[config.mk]
export PLATFORM = sky130hd
export DESIGN_NAME = pwm_ramp_ctrl
export DESIGN_NICKNAME = d
export VERILOG_FILES = /design/src/rtl/pwm_ramp_ctrl.sv
export SDC_FILE = /design/constraint.sdc
export NUM_CORES = 1
export LEC_CHECK = 0
export BUFFER_PORTS_ARGS = -buffer_cell sky130_fd_sc_hd__buf_2
export CAP_MARGIN = 20
export CORE_UTILIZATION = 59
export DETAILED_ROUTE_END_ITERATION = 10
export GPL_ROUTABILITY_DRIVEN = 0
export PLACE_DENSITY = 0.8
export SLEW_MARGIN = 20
export SYNTH_ARGS = -nofsm -noshare
export SYNTH_HDL_FRONTEND = slang
export SYNTH_SLANG_ARGS = --single-unit
export TNS_END_PERCENT = 50
[constraint.sdc]
create_clock -name clk -period 4 [get_ports clk]
set_input_delay 0.4 -clock clk [delete_from_list [all_inputs] [get_ports clk]]
set_output_delay 0.4 -clock clk [all_outputs]
set_load 0.03 [all_outputs]
[src/rtl/pwm_ramp_ctrl.sv]
// pwm_ramp_ctrl: duty-cycle scheduler for a counter-based PWM generator.
// Owns the PWM period counter and ramps the active duty toward a requested
// target by a fixed step every STEP_PERIODS PWM periods. Duty updates only
// land on period boundaries so the waveform never glitches mid-period.
//
// Ports:
//   clk        system clock, rising edge
//   rst        synchronous active-high reset
//   en         run enable; low freezes the counter (held at 0) and the ramp
//   cfg_valid  config request valid
//   cfg_ready  high while idle; request accepted on cfg_valid && cfg_ready
//   cfg_duty   target duty in high clocks per period (clamped to PERIOD)
//   cfg_step   ramp increment per step; 0 jumps straight to the target
//   pwm_out    PWM waveform, decoded from the counter and active duty
//   duty_out   currently active duty
//   busy       high while ramping
//   done       one-cycle pulse when the active duty reaches the target
module pwm_ramp_ctrl #(
   parameter int unsigned PERIOD       = 10,
   parameter int unsigned CW           = 5,
   parameter int unsigned STEP_PERIODS = 2
) (
   input  logic          clk,
   input  logic          rst,
   input  logic          en,
   input  logic          cfg_valid,
   output logic          cfg_ready,
   input  logic [CW-1:0] cfg_duty,
   input  logic [CW-1:0] cfg_step,
   output logic          pwm_out,
   output logic [CW-1:0] duty_out,
   output logic          busy,
   output logic          done
);

   localparam int unsigned PCW = (STEP_PERIODS > 1) ? $clog2(STEP_PERIODS) : 1;

   typedef enum logic {
      IDLE = 1'b0,
      RAMP = 1'b1
   } state_t;

   state_t          state;
   logic [CW-1:0]   count;
   logic [CW-1:0]   duty_active;
   logic [CW-1:0]   target;
   logic [CW-1:0]   step;
   logic [PCW-1:0]  per_cnt;

   logic            boundary;
   logic [CW-1:0]   cfg_target;
   logic [CW:0]     duty_x;
   logic [CW:0]     target_x;
   logic [CW:0]     step_x;
   logic [CW:0]     next_duty;

   // Last clock of a running period.
   assign boundary = en && (count == CW'(PERIOD - 1));

   // Requested duty saturated at a full period.
   assign cfg_target = (cfg_duty > CW'(PERIOD)) ? CW'(PERIOD) : cfg_duty;

   // Next ramp value, computed one bit wider so the sum/difference cannot wrap.
   always_comb begin
      duty_x    = {1'b0, duty_active};
      target_x  = {1'b0, target};
      step_x    = {1'b0, step};
      next_duty = target_x;
      if (step != '0) begin
         if (duty_x < target_x) begin
            if ((duty_x + step_x) < target_x)
               next_duty = duty_x + step_x;
         end else if (duty_x > target_x) begin
            if ((duty_x - target_x) > step_x)
               next_duty = duty_x - step_x;
         end
      end
   end

   // Counter, ramp state and registered handshake outputs.
   always_ff @(posedge clk) begin
      if (rst) begin
         state       <= IDLE;
         count       <= '0;
         duty_active <= '0;
         target      <= '0;
         step        <= '0;
         per_cnt     <= '0;
         cfg_ready   <= 1'b1;
         busy        <= 1'b0;
         done        <= 1'b0;
      end else begin
         done <= 1'b0;

         if (!en)
            count <= '0;
         else if (count == CW'(PERIOD - 1))
            count <= '0;
         else
            count <= count + CW'(1);

         case (state)
            IDLE: begin
               if (cfg_valid && cfg_ready) begin
                  target  <= cfg_target;
                  step    <= cfg_step;
                  per_cnt <= '0;
                  if (cfg_target == duty_active) begin
                     done <= 1'b1;
                  end else begin
                     state     <= RAMP;
                     cfg_ready <= 1'b0;
                     busy      <= 1'b1;
                  end
               end
            end
            RAMP: begin
               if (boundary) begin
                  if (per_cnt == PCW'(STEP_PERIODS - 1)) begin
                     per_cnt     <= '0;
                     duty_active <= next_duty[CW-1:0];
                     if (next_duty == target_x) begin
                        state     <= IDLE;
                        done      <= 1'b1;
                        cfg_ready <= 1'b1;
                        busy      <= 1'b0;
                     end
                  end else begin
                     per_cnt <= per_cnt + PCW'(1);
                  end
               end
            end
         endcase
      end
   end

   // Waveform decode; forced low whenever the generator is disabled.
   assign pwm_out  = en && (count < duty_active);
   assign duty_out = duty_active;

endmodule
==> flow_summary.toml <==
[run_status]
status = "complete, no violations"

[timing]
setup_viol = 0
finalHoldViolations = 0
tns_ns = 0
rsz0062_at_grt = "false"
period_share_pct = 91.3
max-slew-margin-rel_pct = 43.0
fin_crit_ns = 3.65
slew_violations = 0
fin_worst_skew_ns = 0.00198
max_freq_ghz = 0.274
worst_pin_slew_ns = 0.852

[critical_path]
end_kind = "flop"
cp_max_fo = 9
timing.critical_path.from_type = "flop"
required_ns = 4.17
crit_arrival_ns = 3.82
worstSetupPathType = "flop to flop"

[detailed_routing]
vias_per_cell = 5.95
vias = 2011
drc_errors = 0
drt_wl_total_um = 5250
routedWlPerCell_um = 15.5
drt-pass1-iter-count = 4
ant_nets = 0
drt-initial-drc-count = 123

[cts]
numCtsBuffers = 3
ctsRootBufferMaster = "clkbuf_8"
clk_latency_ns = 0.27
cts_hold_buffers = 0
cts-resized-gates = 0
clockBufferDepth = 2
clk_pin_slew_ns = 0.09
cts.sinks = 25
tritoncts = "done"
postCtsSetupBuffers = 0
htreeDepth = 1

[synth]
yosysSeqAreaShare_pct = 22.6
synth_top_cell_area_share_pct = 22.6
synth_common_cells = "ha_1 (31), nor2_1 (29), dfxtp_1 (25)"
syn_inst = 272
yosys_warnings = 0
syn_area_sq_um = 2210
synth.most_common_cell = "ha_1"
async_flop_share_pct = 0
ys.flop_type = "dfxtp_1"
avgSynthCellArea_sq_um = 8.13
synth-seq-cells = 25
yosys-top-cells-area = "dfxtp_1 (23%), ha_1 (18%), xnor2_1 (5.5%), nor2_1 (4.9%), inv_1 (4.1%)"
synth_edf_count = 0
synth_top_area_cell = "dfxtp_1"
netlist-cell-type-count = 49
synth_nets = 320

[global_route]
grt_pass1_vias = 1876
grt_pass1_wl_um = 8820
antenna_found_initial = 0
grt_max_degree = 22
overflow = 0
grt_use_total_pct = 28.0

[power_and_ir_drop]
power.density_nw_per_um2 = 293
p_leak_nw = 1.03
ir_drop_v = 0.000262

[die]
start_util_pct = 63.8
pin_count = 23
rows = 21
core_sq_um = 3470
die_height_um = 63.2
dieWidth_um = 63.2
die-area_sq_um = 4000

[final_layout]
antenna_cells = 0
seq_area_sq_um = 500
multi_input_area_sq_um = 1580
num-fill-cells = 308
finish.utilization_pct = 69.3
design_area_sq_um = 2400
drive_gt1_share_pct = 11.0
final_nets = 341
area_growth_pct = 8.60

[run]
maxCapViolCount = 0

[placed_design]
portBuffers = 22
hpwl_um = 4160
placed_area_sq_um = 2360

[hold_path]
holdCritPathClass = "input port to flop"
-- worst max-delay path: stages, from the launching register on --
cell and delay [ns]:
dfxtp_1 0.60, inv_1 0.17, fa_1 0.50, nor2b_1 0.18, o31a_1 0.18, a21oi_1 0.07, ha_1 0.20, a2111oi_0 0.35
o2bb2ai_1 0.20, a211oi_1 0.18, a311oi_1 0.52, nand4b_4 0.16, a31o_1 0.24
-- per-layer routing --
layer | up-vias | part of all wire [%] | GRT usage, %
li1 | 1006 | - | -
met1 | 930 | 46 | 38.1
met2 | 60 | 47 | 45.4
met5 | - | 0 | 0
met4 | 0 | 2.5 | 7.95
met3 | 15 | 5.4 | 4.17
-- worst paths after layout --
check / depth (start not counted) / start / endpoint / slack (ns)
worst min-delay path: 3 / cfg_step[0] / step[0]$_SDFFE_PP0P_ / 0.36
worst min register to register: 2 / step[2]$_SDFFE_PP0P_ / step[2]$_SDFFE_PP0P_ / 0.49
worst max register to register: 12 / duty_out[1]$_SDFFE_PP0P_ / busy$_SDFFE_PP0P_ / 0.35
worst max-delay path: 12 / duty_out[1]$_SDFFE_PP0P_ / busy$_SDFFE_PP0P_ / 0.35
-- final cells by class --
type,instances,area share (%)
Multi-Input combinational cell,215,65.9
Sequential cell,25,20.8
Timing Repair Buffer,24,5.21
Inverter,24,3.75
Tap cell,46,2.40
Clock buffer,3,1.72
Clock inverter,1,0.208
-- cells by family after synthesis --
family,Yosys count,synth area share (%)
and+or+nand+nor,90,20.7
adders and majority gates,34,20.2
muxes,5,2.26
DFF,25,22.6
AOI/OAI and AO/OA,66,19.8
xor gates and xnor gates,20,8.54
buffers and inverters,32,5.83
-- sequential cells by signal, summed over array words and instances (netlist names) --
signal,cells
step,5
state,1
count,5
per_cnt,1
target,5
duty_out,5
done,1
cfg_ready,1
busy,1
-- layout by cell type, fill, tap and decap left out, drive strengths merged, types with 3 or more instances in the layout --
| cell | count |
|---|---|
| o21ai | 14 |
| inv | 24 |
| mux2i | 5 |
| nor2 | 29 |
| dfxtp | 25 |
| a21o | 3 |
| a22oi | 3 |
| nor3 | 6 |
| xor2 | 5 |
| nand2b | 4 |
| a211oi | 11 |
| xnor2 | 14 |
| nand3 | 11 |
| nand2 | 18 |
| clkbuf | 3 |
| nor2b | 4 |
| buf | 24 |
| a21oi | 18 |
| ha | 31 |
| fa | 3 |
-- where the power goes --
part	total (mW)	internal [mW]	switching (mW)
sequential	0.275	0.261	0.0144
clock	0.151	0.0698	0.0809
combinational	0.279	0.113	0.166
-- through the flow --
stage          power (mW)  hold slack [ns]  setup WS [ns]  instances
2_1_floorplan       0.492            0.442          0.607        272
3_3_place_gp        0.548            0.461          0.399        334
3_5_place_dp        0.552            0.471          0.386        334
4_1_cts             0.703            0.358          0.354        338
5_1_grt             0.752            0.369         0.0365        338
6_report            0.705            0.362          0.348        338
Power figures use the tool's default switching activity.
